<file path="config.mk">
export PLATFORM = sky130hd
export DESIGN_NAME = bp_trace_replay_mc
export DESIGN_NICKNAME = d
export VERILOG_FILES = /design/src/rtl/bp_trace_replay_mc.sv
export SDC_FILE = /design/constraint.sdc
export NUM_CORES = 1
export LEC_CHECK = 0
export ABC_AREA = 1
export BUFFER_PORTS_ARGS = -buffer_cell sky130_fd_sc_hd__buf_2
export CAP_MARGIN = 10
export CORE_AREA = 2 2 115 117
export CTS_CLUSTER_SIZE = 20
export DETAILED_ROUTE_END_ITERATION = 6
export DIE_AREA = 0 0 117 119
export PLACE_DENSITY = 0.78
export SYNTH_ARGS = -nofsm -noshare
export SYNTH_HDL_FRONTEND = slang
export SYNTH_SLANG_ARGS = --single-unit
</file>
<file path="constraint.sdc">
create_clock -name clk_i -period 3.34 [get_ports clk_i]
set_input_delay 0.668 -clock clk_i [delete_from_list [all_inputs] [get_ports clk_i]]
set_output_delay 0.668 -clock clk_i [all_outputs]
set_load 0.02 [all_outputs]
</file>
<file path="src/rtl/bp_trace_replay_mc.sv">
// bp_trace_replay_mc: replays a trace ROM of NOP/SEND/RECV/WAIT/DONE entries against channels_p DUT channels.
// Latency: one entry per cycle when handshakes complete at once; WAIT n occupies n+1 cycles in WAIT.
// Backpressure: SEND holds v_o until yumi_i, RECV holds ready_o until v_i. Defining the macro
// BP_TRACE_REPLAY_TIMEOUT_EN adds a watchdog that ends a replay stalled for timeout_p cycles.
module bp_trace_replay_mc #(
  parameter int payload_width_p  = 64,
  parameter int channels_p       = 2,
  parameter int rom_addr_width_p = 7,
  parameter int wait_width_p     = 16,
  parameter int timeout_p        = 4096,
  localparam int chid_w  = (channels_p == 1) ? 1 : $clog2(channels_p),
  localparam int entry_w = 4 + chid_w + payload_width_p
) (
  input  logic                                  clk_i,
  input  logic                                  reset_i,
  input  logic                                  en_i,
  output logic [rom_addr_width_p-1:0]           rom_addr_o,
  input  logic [entry_w-1:0]                    rom_data_i,
  output logic [channels_p-1:0]                 v_o,
  output logic [payload_width_p-1:0]            data_o,
  input  logic [channels_p-1:0]                 yumi_i,
  input  logic [channels_p-1:0]                 v_i,
  input  logic [channels_p*payload_width_p-1:0] data_i,
  output logic [channels_p-1:0]                 ready_o,
  output logic                                  done_o,
  output logic                                  error_o,
  output logic [15:0]                           err_count_o,
  output logic                                  timeout_o
);

  typedef enum logic [1:0] {IDLE, EXEC, WAIT, DONE} state_e;

  localparam logic [3:0] op_nop_c  = 4'd0;
  localparam logic [3:0] op_send_c = 4'd1;
  localparam logic [3:0] op_recv_c = 4'd2;
  localparam logic [3:0] op_wait_c = 4'd3;
  localparam logic [3:0] op_done_c = 4'd4;

  state_e                      state_q;
  logic [rom_addr_width_p-1:0] ptr_q;
  logic [wait_width_p-1:0]     wait_q;
  logic                        error_q;
  logic [15:0]                 err_count_q, err_count_d;

  // Entry fields, decoded straight from the ROM word at the current pointer.
  logic [3:0]                 op;
  logic [chid_w-1:0]          chan;
  logic [payload_width_p-1:0] payload;
  assign {op, chan, payload} = rom_data_i;

  logic exec_w, chan_ok_w, send_w, recv_w, hs_w, stall_w;
  logic bad_w, mis_w, adv_w, wrap_w, to_w, err_ev_w;
  logic [payload_width_p-1:0] rx_w;
  logic [1:0]                 err_inc_w;
  logic [16:0]                err_sum_w;

  assign exec_w    = (state_q == EXEC);
  // The channel field only matters for SEND/RECV, so only those can name a missing channel.
  assign chan_ok_w = (int'(chan) < channels_p);
  assign send_w    = exec_w && (op == op_send_c) && chan_ok_w;
  assign recv_w    = exec_w && (op == op_recv_c) && chan_ok_w;
  assign rx_w      = data_i[int'(chan)*payload_width_p +: payload_width_p];
  assign hs_w      = (send_w && yumi_i[chan]) || (recv_w && v_i[chan]);
  assign stall_w   = (send_w || recv_w) && !hs_w;
  assign bad_w     = exec_w && ((op > op_done_c) ||
                     (((op == op_send_c) || (op == op_recv_c)) && !chan_ok_w));
  assign mis_w     = recv_w && v_i[chan] && (rx_w != payload);
  assign adv_w     = (exec_w && ((op == op_nop_c) || bad_w || hs_w)) ||
                     ((state_q == WAIT) && (wait_q == '0));
  // Running off the end of the ROM means the trace lacked a DONE entry.
  assign wrap_w    = adv_w && (ptr_q == '1);

  // Several error sources can coincide (e.g. a bad entry in the last slot); count each once.
  assign err_inc_w   = 2'(bad_w) + 2'(mis_w) + 2'(wrap_w) + 2'(to_w);
  assign err_ev_w    = (err_inc_w != 2'd0);
  assign err_sum_w   = {1'b0, err_count_q} + {15'b0, err_inc_w};
  assign err_count_d = err_sum_w[16] ? 16'hFFFF : err_sum_w[15:0];

`ifdef BP_TRACE_REPLAY_TIMEOUT_EN
  localparam int stall_bits_lp = $clog2(timeout_p + 1);
  logic [stall_bits_lp-1:0] stall_q;
  logic                     timeout_q;

  assign to_w      = stall_w && (stall_q == stall_bits_lp'(timeout_p - 1));
  assign timeout_o = timeout_q;

  // Watchdog: count consecutive stalled SEND/RECV cycles; any other cycle restarts the count.
  always_ff @(posedge clk_i or posedge reset_i) begin
    if (reset_i) begin
      stall_q   <= '0;
      timeout_q <= 1'b0;
    end else begin
      stall_q <= stall_w ? stall_q + 1'b1 : '0;
      if (to_w) timeout_q <= 1'b1;
    end
  end
`else
  assign to_w      = 1'b0;
  assign timeout_o = 1'b0;
`endif

  // Replay sequencer: state, entry pointer, wait counter and sticky error bookkeeping.
  always_ff @(posedge clk_i or posedge reset_i) begin
    if (reset_i) begin
      state_q     <= IDLE;
      ptr_q       <= '0;
      wait_q      <= '0;
      error_q     <= 1'b0;
      err_count_q <= '0;
    end else begin
      error_q     <= error_q | err_ev_w;
      err_count_q <= err_count_d;
      if (adv_w) ptr_q <= ptr_q + 1'b1;
      case (state_q)
        IDLE: if (en_i) state_q <= EXEC;
        EXEC: begin
          if (to_w || (op == op_done_c)) begin
            state_q <= DONE;
          end else if (op == op_wait_c) begin
            wait_q  <= payload[wait_width_p-1:0];
            state_q <= WAIT;
          end
        end
        WAIT: begin
          if (wait_q == '0) state_q <= EXEC;
          else              wait_q  <= wait_q - 1'b1;
        end
        DONE:    state_q <= DONE;
        default: state_q <= IDLE;
      endcase
    end
  end

  // Only the decoded channel of a live SEND/RECV is driven; all other bits and data stay 0.
  always_comb begin
    v_o     = '0;
    ready_o = '0;
    data_o  = '0;
    if (send_w) begin
      v_o[chan] = 1'b1;
      data_o    = payload;
    end
    if (recv_w) ready_o[chan] = 1'b1;
  end

  assign rom_addr_o  = ptr_q;
  assign error_o     = error_q;
  assign err_count_o = err_count_q;
  // done_o rises as soon as a DONE entry is decoded and then holds from the DONE state.
  assign done_o      = (state_q == DONE) || (exec_w && (op == op_done_c));

endmodule
</file>
==> flow_summary.json, run 1 <==
{
  "fin_crit_sh": 1.078,
  "path_max_fanout": 14,
  "min_path_type": "input port to async pin",
  "insertion_delay_ns": 0.29,
  "rsz0062_at_grt": "true",
  "p_per_area_mw_per_mm2": 191.5,
  "max_cap_viol_count": 0,
  "globalRouteMet3Util": 0.04071,
  "vias": 7640,
  "rr_startpoint": "wait_q[1]",
  "r2r_end": "err_count_o[15]",
  "ys_top_cells_by_count": "nand2_1 (433), inv_1 (161), nor2_1 (128)",
  "hold_viol": 0,
  "async_reset_ff_frac": 1.000,
  "cts_sinks": 42,
  "drv_slew": 0,
  "share_seq_of_total_power": 0.319,
  "root_buffer": "clkbuf_16",
  "grt_pass1_vias": 6986,
  "clk_path_buf_depth": 2,
  "yosys.area.top_type": "nand2_1",
  "synth_nets": 1210,
  "holdBufCountCts": 0,
  "core_mm2": 0.01287,
  "synth.most_common_cell": "nand2_1",
  "syn_area_mm2": 0.005122,
  "dpl_cell_area_mm2": 0.007636,
  "cts_made_buffers": 5,
  "slew_headroom": 0.4794,
  "dpl.hpwl_um": 16700,
  "wirelength_um": 21910,
  "crit_required_ns": 3.50,
  "final_cells": 1581,
  "finalNetCount": 1612,
  "grt-busiest-layer": "met2",
  "layout-drive-gt1-share": 0.3623,
  "clkTransAtPathRegs_ns": 0.06,
  "cts_max_level": 2,
  "fin_worst_skew_ns": 0.009314,
  "synth_seq_cells": 42,
  "crit_path_end_kind": "flop",
  "p_sw_mw": 0.5023,
  "num_io_pins": 298,
  "drt_iter0_drc": 488,
  "min_period_ns": 3.602,
  "row_count": 42,
  "synth_top_cell_area_share": 0.3173,
  "tightest_slew_ns": 0.7809,
  "setup_viol": 16,
  "netlist_top_cells_area": "nand2_1 (32%), dfrtp_1 (21%), inv_1 (12%)",
  "yosysSeqAreaShare": 0.2052,
  "hold-worst-slack_ns": 0.5124,
  "die_y_um": 119,
  "drt-wirelength-per-cell_um": 13.86,
  "cts_tree": "done",
  "grt_max_degree": 67,
  "dr.pass1.iters": 7,
  "antenna_found_initial": 4,
  "power_leakage_nw": 5.456,
  "synth_edf_count": 0,
  "crit_type": "input port to flop",
  "utilization": 0.6485,
  "areaGrowthSynthToFinish_pct": 62.99,
  "final_cell_area_mm2": 0.008349,
  "syn_inst": 999,
  "start_util": 0.3979,
  "crit_path_start_kind": "input port",
  "rr_worst_depth": 21,
  "ys_types": 34,
  "track_usage": 0.2975,
  "yosys_warnings": 0,
  "cp.arrival_ns": 3.77,
  "failed_checks": "negative setup slack",
  "grt_pass1_wl_um": 33060,
  "max_freq_mhz": 277.6,
  "switching_share": 0.3141,
  "place.gp.congestion": 0.9427,
  "post-route-drc-count": 0,
  "pwr-share-clk": 0.311,
  "die_x_um": 117,
  "dp_cells": 1549,
  "synthFlopType": "dfrtp_1",
  "p_int_mw": 1.097,
  "vdd_ir_drop_max_uv": 165.3,
  "p_comb_frac": 0.370,
  "grt_overflow": 0,
  "viasPerCell": 4.832,
  "port_buffers": 296,
  "status": "finished, violations left",
  "rrSetupSlack_ns": -0.05,
  "avgSynthCellArea_um2": 5.128,
  "grt_util_met2": 0.5249,
  "setup_ws_ns": -0.2619,
  "grt_util_met1": 0.3695,
  "dieArea_mm2": 0.01392,
  "ant_nets": 0
}
[worst max-delay path, cell delays in order]
cell and delay [ns]:
buf_16 0.15, clkinv_16 0.09, buf_12 0.15, nand2_1 0.09, nand2_1 0.08, nand2_1 0.07
nand2_1 0.05, inv_1 0.04, nand2_1 0.04, nor2_1 0.08, nand2_1 0.07, nor2_1 0.11
nand2_1 0.07, nor2_2 0.11, nor2_2 0.06, fa_1 0.52, ha_4 0.20, fa_2 0.36
nand2_2 0.08, inv_2 0.06, nand3_4 0.09, nor2_4 0.05, nand2_4 0.09, inv_4 0.05
nand3_4 0.08, a21boi_2 0.17, o21ai_1 0.08
[power groups by stage]
stage / Combinational, mW / Sequential (mW) / Clock (mW)
2_1_floorplan: 0.255 / 0.519 / 0
4_1_cts: 0.562 / 0.510 / 0.498
3_5_place_dp: 0.523 / 0.520 / 0
5_1_grt: 0.656 / 0.510 / 0.520
6_report: 0.591 / 0.510 / 0.497
3_3_place_gp: 0.517 / 0.520 / 0
[cell families after synthesis]
kind of cell,after synthesis,share of synthesized area
other,1,0.0007321
adder cells (fa/ha/maj),7,0.02003
AO/OA/AOI/OAI,56,0.06107
flip-flops,42,0.2052
XOR/XNOR,14,0.02394
AND/OR/NAND/NOR,684,0.5357
buffers and inverters,195,0.1534
[sequential cells by signal (all words and copies together) (netlist names)]
name,cells
wait_q,16
err_count_o,16
error_o,1
state_q,2
rom_addr_o,7
[what timing repair did]
item,CTS,global route
setup buffers,11,3
pin swaps,16,27
resized for setup,37,39
cloned,4,5
endpoints found under the setup margin,16,16
[area by class of cell]
class	count	area (µm²)
fillers	1195	4526
multi-input cells	762	3530
repair buffers	423	2714
flip-flops and latches	42	1051
inverters	165	648.1
well taps	176	220.2
clock buffers	6	138.9
repair inverters	2	27.53
clock inverters	2	12.51
diodes	3	7.507
[per-stage QoR]
step	total power, mW	setup TNS (ns)	setup slack (ns)
2_1_floorplan	0.7741	-0.1591	-0.06294
3_3_place_gp	1.037	-10.58	-0.7090
3_5_place_dp	1.043	-11.59	-0.7838
4_1_cts	1.571	-2.302	-0.1931
5_1_grt	1.686	-6.369	-0.4707
6_report	1.599	-3.219	-0.2619
[how the worst max path moves through the flow]
stage,from,to,slack [ns],cells past startpoint
floorplan,rom_data_i[64],err_count_o[14],-0.06,25
global placement,rom_data_i[64],err_count_o[14],-0.71,27
detailed placement,rom_data_i[64],err_count_o[14],-0.78,27
CTS,rom_data_i[64],err_count_o[10],-0.19,26
global route,rom_data_i[64],err_count_o[14],-0.47,27
finish,rom_data_i[64],err_count_o[15],-0.26,27
[layout by cell type (no fill, tap or decap), drive strengths merged, types with 8 or more instances in the layout]
master    n
inv     166
nor2    129
clkbuf   10
dfrtp    42
nand2   433
a21oi     8
nand3   101
o21ai    35
xor2     13
buf     419
[per-layer routing]
metal | vias up | wire length, µm
li1 | 3829 | -
met2 | 333 | 11130
met4 | 2 | 684
met5 | - | 7
met1 | 3420 | 8587
met3 | 56 | 1492
Note: power is estimated with default switching activity, not from simulation.
==> inputs of run 2 (changes only) <==
==> config.mk (replaced) <==
export PLATFORM = sky130hd
export DESIGN_NAME = bp_trace_replay_mc
export DESIGN_NICKNAME = d
export VERILOG_FILES = /design/src/rtl/bp_trace_replay_mc.sv
export SDC_FILE = /design/constraint.sdc
export NUM_CORES = 1
export LEC_CHECK = 0
export BUFFER_PORTS_ARGS = -buffer_cell sky130_fd_sc_hd__buf_4
export CAP_MARGIN = 10
export CORE_AREA = 2 2 115 117
export CTS_CLUSTER_SIZE = 20
export DETAILED_ROUTE_END_ITERATION = 6
export DIE_AREA = 0 0 117 119
export PLACE_DENSITY = 0.7
export SYNTH_ARGS = -nofsm -noshare
export SYNTH_HDL_FRONTEND = slang
export SYNTH_SLANG_ARGS = --single-unit
==> flow_summary.json, run 2 <==
{
  "grt_pass1_vias": 5087,
  "row_count": 42,
  "ant_nets": 0,
  "grt_max_degree": 48,
  "cts_max_level": 2,
  "yosys_warnings": 0,
  "viasPerCell": 4.928,
  "clk_path_buf_depth": 2,
  "grt_pass1_wl_um": 27190,
  "yosysSeqAreaShare": 0.2498,
  "ys_top_cells_by_count": "xnor2_1 (75), mux2i_1 (67), and2_1 (66)",
  "grt_util_met1": 0.3145,
  "power_leakage_nw": 3.792,
  "setup_ws_ns": -0.7508,
  "dr.pass1.iters": 5,
  "failed_checks": "negative setup slack",
  "area.sequential_mm2": 0.001051,
  "async_reset_ff_frac": 1.000,
  "clkTransAtPathRegs_ns": 0.06,
  "crit_type": "input port to flop",
  "holdBufCountCts": 0,
  "path_max_fanout": 6,
  "wirelength_um": 19480,
  "drv_slew": 0,
  "min_period_ns": 4.091,
  "cts_tree": "done",
  "drt-wirelength-per-cell_um": 18.66,
  "max_freq_mhz": 244.4,
  "cp.arrival_ns": 4.26,
  "dpl.hpwl_um": 16040,
  "place.gp.congestion": 0.9825,
  "finalNetCount": 1077,
  "multi_input_area_mm2": 0.003287,
  "synthFlopType": "dfrtp_1",
  "antenna_found_initial": 1,
  "fin_crit_sh": 1.225,
  "fin_worst_skew_ns": 0.008093,
  "port_buffers": 296,
  "netlist_top_cells_area": "dfrtp_1 (25%), mux2i_1 (16%), xnor2_1 (16%)",
  "utilization": 0.6069,
  "max_cap_viol_count": 0,
  "vdd_ir_drop_max_uv": 356.7,
  "hold_viol": 0,
  "drt_iter0_drc": 275,
  "worst_path_max_delay_cell": "fa_1",
  "post-route-drc-count": 0,
  "core_mm2": 0.01287,
  "rsz0062_at_grt": "true",
  "root_buffer": "clkbuf_16",
  "synth_top_cell_area_share": 0.2498,
  "min_path_type": "input port to async pin",
  "cts_sinks": 42,
  "grt-busiest-layer": "met2",
  "insertion_delay_ns": 0.29,
  "slew_headroom": 0.3528,
  "layout-drive-gt1-share": 0.5098,
  "status": "finished, violations left",
  "ys_types": 45,
  "start_util": 0.3268,
  "avgSynthCellArea_um2": 8.416,
  "num_io_pins": 298,
  "synth.most_common_cell": "xnor2_1",
  "syn_area_mm2": 0.004208,
  "layout.cells.most_common": "buf_4",
  "cpPeakStageDelay_ns": 0.47,
  "die_y_um": 119,
  "crit_path_start_kind": "input port",
  "critical_path.cell_chain": "buf_16 > buf_8 > mux2i_4 > xnor2_1 > nor4_2 > buf_4 > nand4_1 > nor4_2 > buf_4 > nor2_2 > fa_1 > ha_2 > fa_2 > nand2_2 > nor2_4 > and3_4 > and3_4 > buf_6 > o21a_1",
  "cts_made_buffers": 5,
  "syn_inst": 500,
  "synth_edf_count": 0,
  "track_usage": 0.2555,
  "vias": 5145,
  "nFillCells": 1149,
  "die_x_um": 117,
  "crit_path_end_kind": "flop",
  "tightest_slew_ns": 0.9708,
  "globalRouteMet3Util": 0.04478,
  "final_cell_mix": "buf_4 (373), xnor2_1 (74), and2_1 (66), mux2i_1 (57), dfrtp_1 (42)",
  "synth_nets": 711,
  "grt_overflow": 0,
  "grt_util_met2": 0.4686,
  "hold-worst-slack_ns": 0.4178,
  "areaGrowthSynthToFinish_pct": 85.70,
  "cpLargestDelayFamily": "simple AND/OR/NAND/NOR gates",
  "crit_buf_inv": 5,
  "p_per_area_mw_per_mm2": 354.7,
  "yosys.area.top_type": "dfrtp_1",
  "dieArea_mm2": 0.01392,
  "crit_required_ns": 3.51,
  "setup_viol": 16,
  "synth_seq_cells": 42
}
run 2: changes by cell type after synthesis, sizes merged, moves of 67 or more:
cell | previous run | this run
inv | 165 | 5
mux2i | 0 | 67
nand2 | 433 | 28
nand3 | 101 | 11
nor2 | 129 | 28
xnor2 | 1 | 75
run 2: path summary, 6_finish.rpt:
check / to / startpoint / slack [ns] / cells after the start
min in group clk_i: error_o / error_o / 0.47 / 1
hold / removal: wait_q[11] / reset_i / 0.42 / 2
setup reg to reg: err_count_o[12] / wait_q[15] / -0.15 / 15
max in group asynchronous: rom_addr_o[6] / reset_i / 2.20 / 3
setup / recovery: err_count_o[12] / rom_data_i[64] / -0.75 / 19
hold reg to reg: error_o / error_o / 0.47 / 1
run 2: logic make-up (layout without fill, tap and decap cells):
family,count (synthesis),count (layout),share of synthesized area
simple gates,207,208,0.2706
xor+xnor,81,81,0.1686
mux,68,68,0.1621
compound gates,61,61,0.08921
flops,42,42,0.2498
buf+inv,33,399,0.03449
fa+ha+maj,7,7,0.02438
other cells,1,2,0.0008912
run 2: cell type report:
class                      instances  area share
timing repair buffer             386      0.3891
clock inverter                     3    0.008807
antenna                            1   0.0003203
clock buffer                       5     0.01601
tap                              176     0.02818
multi-input combinational        426      0.4207
inverter                           5    0.002402
sequential                        42      0.1345
run 2: through the flow:
stage	std cells	setup TNS, ns	power [mW]	setup slack (ns)	instance area (µm²)
floorplan	500	-10.12	1.416	-0.6789	4320
global placement	1024	-21.36	2.030	-1.348	7194
detailed placement	1024	-23.85	2.078	-1.516	7194
CTS	1033	-12.14	2.728	-0.7920	7498
global route	1043	-13.61	2.929	-0.8873	7811
finish	1044	-11.05	2.772	-0.7508	7814
run 2: report_power, final:
part / total, mW / switching (mW) / internal, mW
logic: 1.34 / 0.643 / 0.699
clock network: 0.632 / 0.203 / 0.430
registers: 0.798 / 0.136 / 0.662
total: 2.77 / 0.981 / 1.79
run 2: layer usage:
layer,vias to the layer above,share of wire
li1,2485,-
met1,2455,0.40
met2,187,0.52
met3,18,0.068
met4,0,0.012
met5,-,0
run 2: timing repair:
item | 4_1_cts | 5_1_grt
resized for setup | 21 | 39
pin swaps | 8 | 22
buffers inserted | 1 | 7
hold endpoints to repair | 0 | 0
gates cloned | 0 | 3
setup endpoints to repair | 17 | 16
